===== config.mk =====
export PLATFORM = sky130hd
export DESIGN_NAME = alu_muldiv
export DESIGN_NICKNAME = d
export VERILOG_FILES = /design/src/rtl/alu_pkg.sv /design/src/rtl/alu_muldiv.sv
export SDC_FILE = /design/constraint.sdc
export NUM_CORES = 1
export LEC_CHECK = 0
export CAP_MARGIN = 15
export CORE_MARGIN = 5
export CORE_UTILIZATION = 66
export CTS_BUF_LIST = sky130_fd_sc_hd__clkbuf_16
export DETAILED_ROUTE_END_ITERATION = 8
export HOLD_SLACK_MARGIN = 0.06
export PLACE_DENSITY = 0.88
export REMOVE_ABC_BUFFERS = 1
export SLEW_MARGIN = 40
export SYNTH_ARGS = -nofsm -noshare
export SYNTH_HDL_FRONTEND = slang
export SYNTH_SLANG_ARGS = --single-unit

===== constraint.sdc =====
create_clock -name clk -period 6.3 [get_ports clk]
set_clock_uncertainty 0.05 [all_clocks]
set_input_delay 1.26 -clock clk [delete_from_list [all_inputs] [get_ports clk]]
set_output_delay 1.26 -clock clk [all_outputs]
set_load 0.02 [all_outputs]

===== src/rtl/alu_pkg.sv =====
// Shared types for the M-extension multiply/divide unit.
// Opcode encoding matches RV32M funct3.
package alu_pkg;

    localparam int DEFAULT_DATA_WIDTH = 32;

    typedef enum logic [2:0] {
        OP_MUL    = 3'b000,
        OP_MULH   = 3'b001,
        OP_MULHSU = 3'b010,
        OP_MULHU  = 3'b011,
        OP_DIV    = 3'b100,
        OP_DIVU   = 3'b101,
        OP_REM    = 3'b110,
        OP_REMU   = 3'b111
    } muldiv_op_e;

    typedef enum logic [1:0] {
        IDLE,
        CALC,
        FIX,
        DONE
    } muldiv_state_e;

endpackage


===== src/rtl/alu_muldiv.sv =====
// Iterative RV32M multiply/divide unit with valid/ready on both sides.
// Shift-add multiply, restoring divide, fast path for div corner cases.
module alu_muldiv
    import alu_pkg::*;
#(
    parameter int DATA_WIDTH    = DEFAULT_DATA_WIDTH,
    parameter int OPCODE_LENGTH = 3
) (
    input  logic                     clk,
    input  logic                     reset,
    input  logic                     in_valid,
    output logic                     in_ready,
    input  logic [DATA_WIDTH-1:0]    SrcA,
    input  logic [DATA_WIDTH-1:0]    SrcB,
    input  logic [OPCODE_LENGTH-1:0] Operation,
    output logic                     out_valid,
    input  logic                     out_ready,
    output logic [DATA_WIDTH-1:0]    Result
);

    localparam int W  = DATA_WIDTH;
    localparam int CW = $clog2(W) + 1;
    localparam logic [CW-1:0] CNT_INIT = CW'(W);
    localparam logic [CW-1:0] CNT_ONE  = CW'(1);
    localparam logic [W-1:0]  MOST_NEG = {1'b1, {(W-1){1'b0}}};

    muldiv_state_e state;
    muldiv_op_e    op_q;
    logic          sign_a;
    logic          sign_b;
    logic [W-1:0]  opb;
    logic [2*W-1:0] acc;
    logic [CW-1:0] cnt;

    muldiv_op_e   op_in;
    logic         a_signed;
    logic         b_signed;
    logic         sa_in;
    logic         sb_in;
    logic [W-1:0] a_mag;
    logic [W-1:0] b_mag;
    logic         div_zero;
    logic         div_ovf;
    logic         fast;
    logic [W-1:0] fast_res;

    logic [W:0]     sum;
    logic [2*W-1:0] prod;
    logic [W-1:0]   quot;
    logic [W-1:0]   rem;
    logic [W-1:0]   fix_res;

    // Decode the incoming operation: signedness, magnitudes, fast path.
    always_comb begin
        op_in    = muldiv_op_e'(Operation[2:0]);
        a_signed = op_in inside {OP_MUL, OP_MULH, OP_MULHSU,
                                 OP_DIV, OP_REM};
        b_signed = op_in inside {OP_MUL, OP_MULH, OP_DIV, OP_REM};
        sa_in    = a_signed & SrcA[W-1];
        sb_in    = b_signed & SrcB[W-1];
        a_mag    = sa_in ? -SrcA : SrcA;
        b_mag    = sb_in ? -SrcB : SrcB;
        div_zero = (SrcB == '0);
        div_ovf  = (op_in inside {OP_DIV, OP_REM})
                   && (SrcA == MOST_NEG) && (SrcB == '1);
        fast     = Operation[2] && (div_zero || div_ovf);
        fast_res = '0;
        unique case (1'b1)
            div_zero && !Operation[1]: fast_res = '1;
            div_zero &&  Operation[1]: fast_res = SrcA;
            !div_zero && !Operation[1]: fast_res = SrcA;
            default:                   fast_res = '0;
        endcase
    end

    // Shared adder: trial subtract for divide, partial-product add for multiply.
    always_comb begin
        if (op_q[2]) begin
            sum = acc[2*W-1:W-1] - {1'b0, opb};
        end else begin
            sum = {1'b0, acc[2*W-1:W]} + {1'b0, opb};
        end
    end

    // Sign correction applied in FIX; unsigned ops carry zero sign flags.
    always_comb begin
        prod = (sign_a ^ sign_b) ? -acc : acc;
        quot = (sign_a ^ sign_b) ? -acc[W-1:0] : acc[W-1:0];
        rem  = sign_a ? -acc[2*W-1:W] : acc[2*W-1:W];
        if (op_q[2]) begin
            fix_res = op_q[1] ? rem : quot;
        end else if (op_q == OP_MUL) begin
            fix_res = prod[W-1:0];
        end else begin
            fix_res = prod[2*W-1:W];
        end
    end

    // Control FSM and iterative datapath with registered handshake outputs.
    always_ff @(posedge clk) begin
        if (reset) begin
            state     <= IDLE;
            in_ready  <= 1'b1;
            out_valid <= 1'b0;
            Result    <= '0;
            op_q      <= OP_MUL;
            sign_a    <= 1'b0;
            sign_b    <= 1'b0;
            opb       <= '0;
            acc       <= '0;
            cnt       <= '0;
        end else begin
            unique case (state)
                IDLE: begin
                    if (in_valid) begin
                        op_q     <= op_in;
                        sign_a   <= sa_in;
                        sign_b   <= sb_in;
                        opb      <= b_mag;
                        acc      <= {{W{1'b0}}, a_mag};
                        cnt      <= CNT_INIT;
                        in_ready <= 1'b0;
                        if (fast) begin
                            Result    <= fast_res;
                            out_valid <= 1'b1;
                            state     <= DONE;
                        end else begin
                            state <= CALC;
                        end
                    end
                end
                CALC: begin
                    if (op_q[2]) begin
                        if (!sum[W]) begin
                            acc <= {sum[W-1:0], acc[W-2:0], 1'b1};
                        end else begin
                            acc <= {acc[2*W-2:0], 1'b0};
                        end
                    end else begin
                        if (acc[0]) begin
                            acc <= {sum, acc[W-1:1]};
                        end else begin
                            acc <= {1'b0, acc[2*W-1:1]};
                        end
                    end
                    cnt <= cnt - CNT_ONE;
                    if (cnt == CNT_ONE) begin
                        state <= FIX;
                    end
                end
                FIX: begin
                    Result    <= fix_res;
                    out_valid <= 1'b1;
                    state     <= DONE;
                end
                DONE: begin
                    if (out_ready) begin
                        out_valid <= 1'b0;
                        in_ready  <= 1'b1;
                        state     <= IDLE;
                    end
                end
            endcase
        end
    end

endmodule

==> results of run 1 <==
## synth_stat cells (all sizes together) (19+ instances only)
master,number
nand2b,26
nand4,19
or3,30
dfxtp,143
a211oi,47
nor2,193
xor2,97
a21o,30
o31ai,27
inv,67
ha,77
o22ai,19
a21oi,226
mux2i,45
o21ai,144
nand3,24
clkbuf,135
o211ai,48
nand2,211
xnor2,96
a31oi,33
nor3,46
## worst max-delay path, stage by stage
cell             delay (ns)
clkdlybuf4s50_1        0.51
or4_1                  0.60
nor3_1                 0.26
and2_0                 0.36
nand3_1                0.25
nor3_1                 0.62
o211ai_1               0.32
o21ai_4                0.19
buf_4                  0.46
o221ai_1               0.25
o211ai_1               0.18
o31ai_1                0.10
## final cells by class
type	instances	area, µm²	share of cell area
Inverter	68	255	0.0159
Sequential cell	143	2870	0.179
Tap cell	280	350	0.0219
Clock buffer	18	450	0.0281
Multi-Input combinational cell	1670	10800	0.672
Clock inverter	14	164	0.0102
Timing Repair Buffer	122	1170	0.0732
## cell families (layout without fill, tap and decap cells)
family / after synthesis / count (layout)
DFF: 143 / 143
buffers and inverters: 220 / 222
xor gates and xnor gates: 193 / 193
adders and majority gates: 79 / 79
and+or+nand+nor: 648 / 648
AOI/OAI and AO/OA: 700 / 700
muxes: 50 / 50
## path summary, 6_finish.rpt
kind / end / slack [ns] / cells after the start
max: Result[25] / 1.19 / 12
min reg2reg: opb[20] / 0.44 / 2
min: opb[20] / 0.44 / 2
max reg2reg: acc[36] / 1.76 / 14
## placed cells by master, fill, tap and decap left out, types with 24 or more instances in the layout
master	n
o21ai_0	141
nor3_1	45
dfxtp_1	142
a21o_1	30
o31ai_1	26
a31oi_1	33
a21oi_1	225
nand2_1	211
or3_1	29
ha_1	75
xnor2_1	94
clkdlybuf4s50_1	103
o211ai_1	48
a211oi_1	47
xor2_1	96
mux2i_1	45
inv_1	67
nand2b_1	26
nor2_1	192
nand3_1	24
## power by group through the flow
stage / clock (mW) / sequential (mW) / combinational (mW)
global route: 1.10 / 1.55 / 4.26
CTS: 1.06 / 1.50 / 3.80
detailed placement: 0 / 1.51 / 3.76
floorplan: 0 / 1.51 / 2.69
finish: 1.08 / 1.53 / 3.93
global placement: 0 / 1.51 / 3.63
## registers in the layout, summed over array words and instances (netlist names)
signal and count:
Result 32, acc 64, cnt 6, in_ready 1, op_q 3, opb 32, out_valid 1, sign_a 1
sign_b 1, state 2
## metal layers
layer  vias up  GRT usage  wire length (µm)
met5         -          0                 0
met4         0      0.177              2350
met3       205     0.0714              5710
met2      1203      0.588             21000
met1      7297      0.457             17600
li1       7390          -                 -
## metrics by stage
step,cells,cell area [µm²]
floorplan,1881,13800
global placement,2283,15400
detailed placement,2283,15400
CTS,2315,16000
global route,2315,16000
finish,2315,16000
==> qor.yml, run 1 <==
p_sw_mw: 3.27
worst_slew_pin_slew_ns: 0.927
num_vias: 16100
port-buffer-count: 104
cts.sinks: 143
synthFlopType: "dfxtp_1"
wl_um: 46600
drcViolationCount: 0
synthTopCellsByArea: "dfxtp_1 20%, a21oi_1 7.9%, ha_1 6.7%"
numCtsBuffers: 17
synth-adder-area-share: 0.0697
crit_type: "input port to flop"
p_per_area_mw_per_mm2: 408
pre_cts_ws_ns: 0.984
hold_buffers: 0
fillers: 1683
maxCapViolCount: 0
synth-edff-count: 0
drive_gt1_frac: 0.0437
htree_levels: 4
outcome: "finished, final reports clean"
utilization: 0.741
insertion_delay_ns: 0.45
antenna_found_initial: 0
synthMuxAreaShare: 0.0352
grt_pass1_wl_um: 74000
synth_area_per_cell_um2: 7.08
drt.antenna.violating_nets: 0
die_w_um: 158
yosys.area_share.simple: 0.211
leakage_nw: 6.10
viasPerCell: 6.95
finalSetupViolCount: 0
required_ns: 6.57
die_h_um: 158
ys_types: 76
synth_compound_area_frac: 0.309
netlist_instances: 2033
p_total_mw: 6.53
rows: 54
drtIter0Drc: 1813
cp.arrival_ns: 5.38
min_from: "opb[20]"
path_clk_slew_ns: 0.06
grt_max_degree: 74
synth_seq_cells: 143
power_frac_seq: 0.234
critPathLaunch: "SrcB[6]"
die_area_mm2: 0.0249
drt_first_pass_iters: 8
period_needed_ns: 5.11
dp_hpwl_um: 33600
r2r_start: "acc[32]"
cts_setup_buffers: 0
synthDominantCellAreaShare: 0.199
synthArstFlopShare: 0
rsz0062_at_grt: "false"
place.gp.congestion: 1.03
pwr-share-clk: 0.165
nets: 2172
yosysTopAreaCell: "dfxtp_1"
syn_area_mm2: 0.0144
overflow: 0
grt_usage: 0.361
synthXorXnorAreaFrac: 0.117
cts_tree: "yes"
hp-class: "flop to flop"
slew_violations: 0
synth_warnings: 0
swShare: 0.501
synth_top_family_by_area: "compound AO/OA/AOI/OAI gates"
start_util: 0.666
finalHoldViolCount: 0
yosysSeqAreaShare: 0.199
holdWs_ns: 0.437
ctsRootBufferMaster: "clkbuf_16"
cts_resized: 0
first_global_vias: 14600
period_share: 0.811
worst_slack_ns: 1.19
clock_path_buffers: 2
max_freq_mhz: 196
p_int_mw: 3.26
wire_per_inst_um: 20.1
cp-start-kind: "input port"
ir_drop_mv: 0.202
coreArea_mm2: 0.0216
ios: 105
endpoint_kind: "flop"
combinationalPowerShare: 0.602
diodes: 0
worstPathMaxFanout: 58
slew_headroom: 0.381
setup_tns_ns: 0
area_growth_syn_to_layout_pct: 11.4
Note: power is estimated with default switching activity, not from simulation.
==> run 2, diff against run 1 <==
--- a/config.mk
+++ b/config.mk
@@ -7,11 +7,11 @@
 export LEC_CHECK = 0
 export CAP_MARGIN = 15
 export CORE_MARGIN = 5
-export CORE_UTILIZATION = 66
+export CORE_UTILIZATION = 61
 export CTS_BUF_LIST = sky130_fd_sc_hd__clkbuf_16
 export DETAILED_ROUTE_END_ITERATION = 8
 export HOLD_SLACK_MARGIN = 0.06
-export PLACE_DENSITY = 0.88
+export PLACE_DENSITY = 0.82
 export REMOVE_ABC_BUFFERS = 1
 export SLEW_MARGIN = 40
 export SYNTH_ARGS = -nofsm -noshare
==> constraint.sdc (replaced) <==
create_clock -name clk -period 5.3 [get_ports clk]
set_clock_uncertainty 0.05 [all_clocks]
set_input_delay 1.06 -clock clk [delete_from_list [all_inputs] [get_ports clk]]
set_output_delay 1.06 -clock clk [all_outputs]
set_load 0.02 [all_outputs]
==> run 2 against run 1 <==
  * Utilization fell by 4.9 points
  * Design area is 0.79% higher
  * Setup slack got worse by 0.66 ns
  * Die area rose by 7.7%
  * Critical endpoint is now Result[16]
  * Highest routed layer unchanged
==> qor.yml, run 2 (same netlist as run 1, synthesis figures left out) <==
first_global_vias: 14100  # -3.7%
dp_hpwl_um: 35500  # +5.8%
die_area_mm2: 0.0268  # +7.7%
cts.sinks: 143  # unchanged
num_vias: 15500  # -3.4%
nets: 2187  # +0.69%
clock_path_buffers: 2  # unchanged
drt_first_pass_iters: 6  # -2
ios: 105  # unchanged
htree_levels: 4  # unchanged
hold_buffers: 0  # unchanged
rows: 56  # +3.7%
cp.arrival_ns: 5.06  # -0.32 ns
period_needed_ns: 4.77
slew_headroom: 0.421  # +0.0398
final_common_cell: "a21oi_1"
r2r_start: "acc[32]"
drtIter0Drc: 1913  # +5.5%
max_freq_mhz: 210
die_w_um: 164  # +3.8%
port-buffer-count: 104  # unchanged
ff2ff_setup_slack_ns: 0.60  # -1.16 ns
fin_area_mm2: 0.0162  # +0.79%
maxCapViolCount: 0  # unchanged
top_regs: "acc (64), Result (32), opb (32)"
coreArea_mm2: 0.0233  # +7.9%
drcViolationCount: 0  # unchanged
die_h_um: 164  # +3.8%
numCtsBuffers: 17  # unchanged
grt_max_degree: 67  # -9.5%
cts_tree: "yes"
cts_resized: 0  # unchanged
wire_per_inst_um: 20.0  # -0.90%
path_clk_slew_ns: 0.06  # about the same
critPathLaunch: "SrcB[0]"
final_cell_mix: "225 x a21oi_1, 211 x nand2_1, 192 x nor2_1, 142 x dfxtp_1, 141 x o21ai_0"
endpoint: "Result[16]"
insertion_delay_ns: 0.44  # about the same
crit_type: "input port to flop"
reg2regPathDepth: 14  # unchanged
wl_um: 47300  # +1.4%
grt_pass1_wl_um: 75200  # +1.7%
cts_setup_buffers: 0  # unchanged
p_per_area_mw_per_mm2: 479  # +18%
pre_cts_ws_ns: 0.255  # -0.729 ns
leakage_nw: 6.18  # +1.3%
period_share: 0.900
hp-class: "flop to flop"
antenna_found_initial: 0  # unchanged
rsz0062_at_grt: "false"
worstPathMaxFanout: 19  # -67%
place.gp.congestion: 1.02  # -0.69%
cp-start-kind: "input port"
finalHoldViolCount: 0  # unchanged
largest_reg_flops: 64  # unchanged
worst_slack_ns: 0.531  # -0.657 ns
grt_usage: 0.346  # -0.0149
outcome: "finished, final reports clean"
required_ns: 5.59  # -0.98 ns
drive_gt1_frac: 0.0498  # +0.00602
drt.antenna.violating_nets: 0  # unchanged
ctsRootBufferMaster: "clkbuf_16"
finalSetupViolCount: 0  # unchanged
diodes: 0  # unchanged
overflow: 0  # unchanged
slew_violations: 0  # unchanged
area_growth_syn_to_layout_pct: 12.2
top_register: "acc"
dpl-instance-area_mm2: 0.0156  # +1.1%
endpoint_kind: "flop"
viasPerCell: 6.56  # -5.6%
worst_slew_pin_slew_ns: 0.858  # -0.0698 ns
start_util: 0.617  # -0.0488
r2r-end: "acc[32]"
ir_drop_mv: 0.306  # +51%
run 2: worst max-delay path: stages:
cell             delay (ns)
clkdlybuf4s50_1        0.48
inv_1                  0.11
ha_1                   0.19
nand2b_1               0.08
nor4_1                 0.53
and2_0                 0.30
nand3_1                0.24
or3_1                  0.54
inv_1                  0.09
ha_1                   0.59
buf_4                  0.28
a21oi_1                0.06
o21ai_0                0.16
a221oi_1               0.07
a211oi_1               0.26
run 2: final cells by class:
| class | instances | area, µm² |
|---|---|---|
| timing repair buffer | 137 | 1300 |
| tap | 319 | 399 |
| clock inverter | 15 | 158 |
| clock buffer | 17 | 425 |
| multi-input combinational | 1670 | 10700 |
| fill | 2056 | 7180 |
| inverter | 68 | 255 |
| sequential | 143 | 2870 |
run 2: worst min-delay path by stage:
stage / startpoint / endpoint / depth (start not counted)
floorplan: opb[20] / opb[20] / 2
detailed placement: Result[24] / Result[24] / 2
global route: Result[17] / Result[17] / 2
finish: opb[20] / opb[20] / 2
global placement: Result[24] / Result[24] / 2
CTS: Result[24] / Result[24] / 2
run 2: report_power, final:
group | switching, mW | internal [mW] | total [mW]
Clock | 0.524 | 0.699 | 1.22
Combinational | 2.91 | 1.78 | 4.70
Sequential | 0.460 | 1.36 | 1.82
run 2: routing by layer:
layer  track usage  wire [µm]  vias to the layer above
li1              -          -                     7412
met1         0.471      20000                     7191
met2         0.560      21300                      829
met3        0.0457       4340                      115
met4         0.130       1730                        0
met5             0          0                        -
run 2: metrics by stage:
step	TNS, ns	hold slack (ns)	std cells	utilization	power (mW)
floorplan	-0.0843	0.393	1881	-	5.00
global placement	0	0.416	2337	0.667	6.30
detailed placement	0	0.430	2337	0.667	6.39
CTS	0	0.438	2369	0.692	7.62
global route	0	0.465	2369	0.692	8.29
finish	0	0.440	2369	0.692	7.74
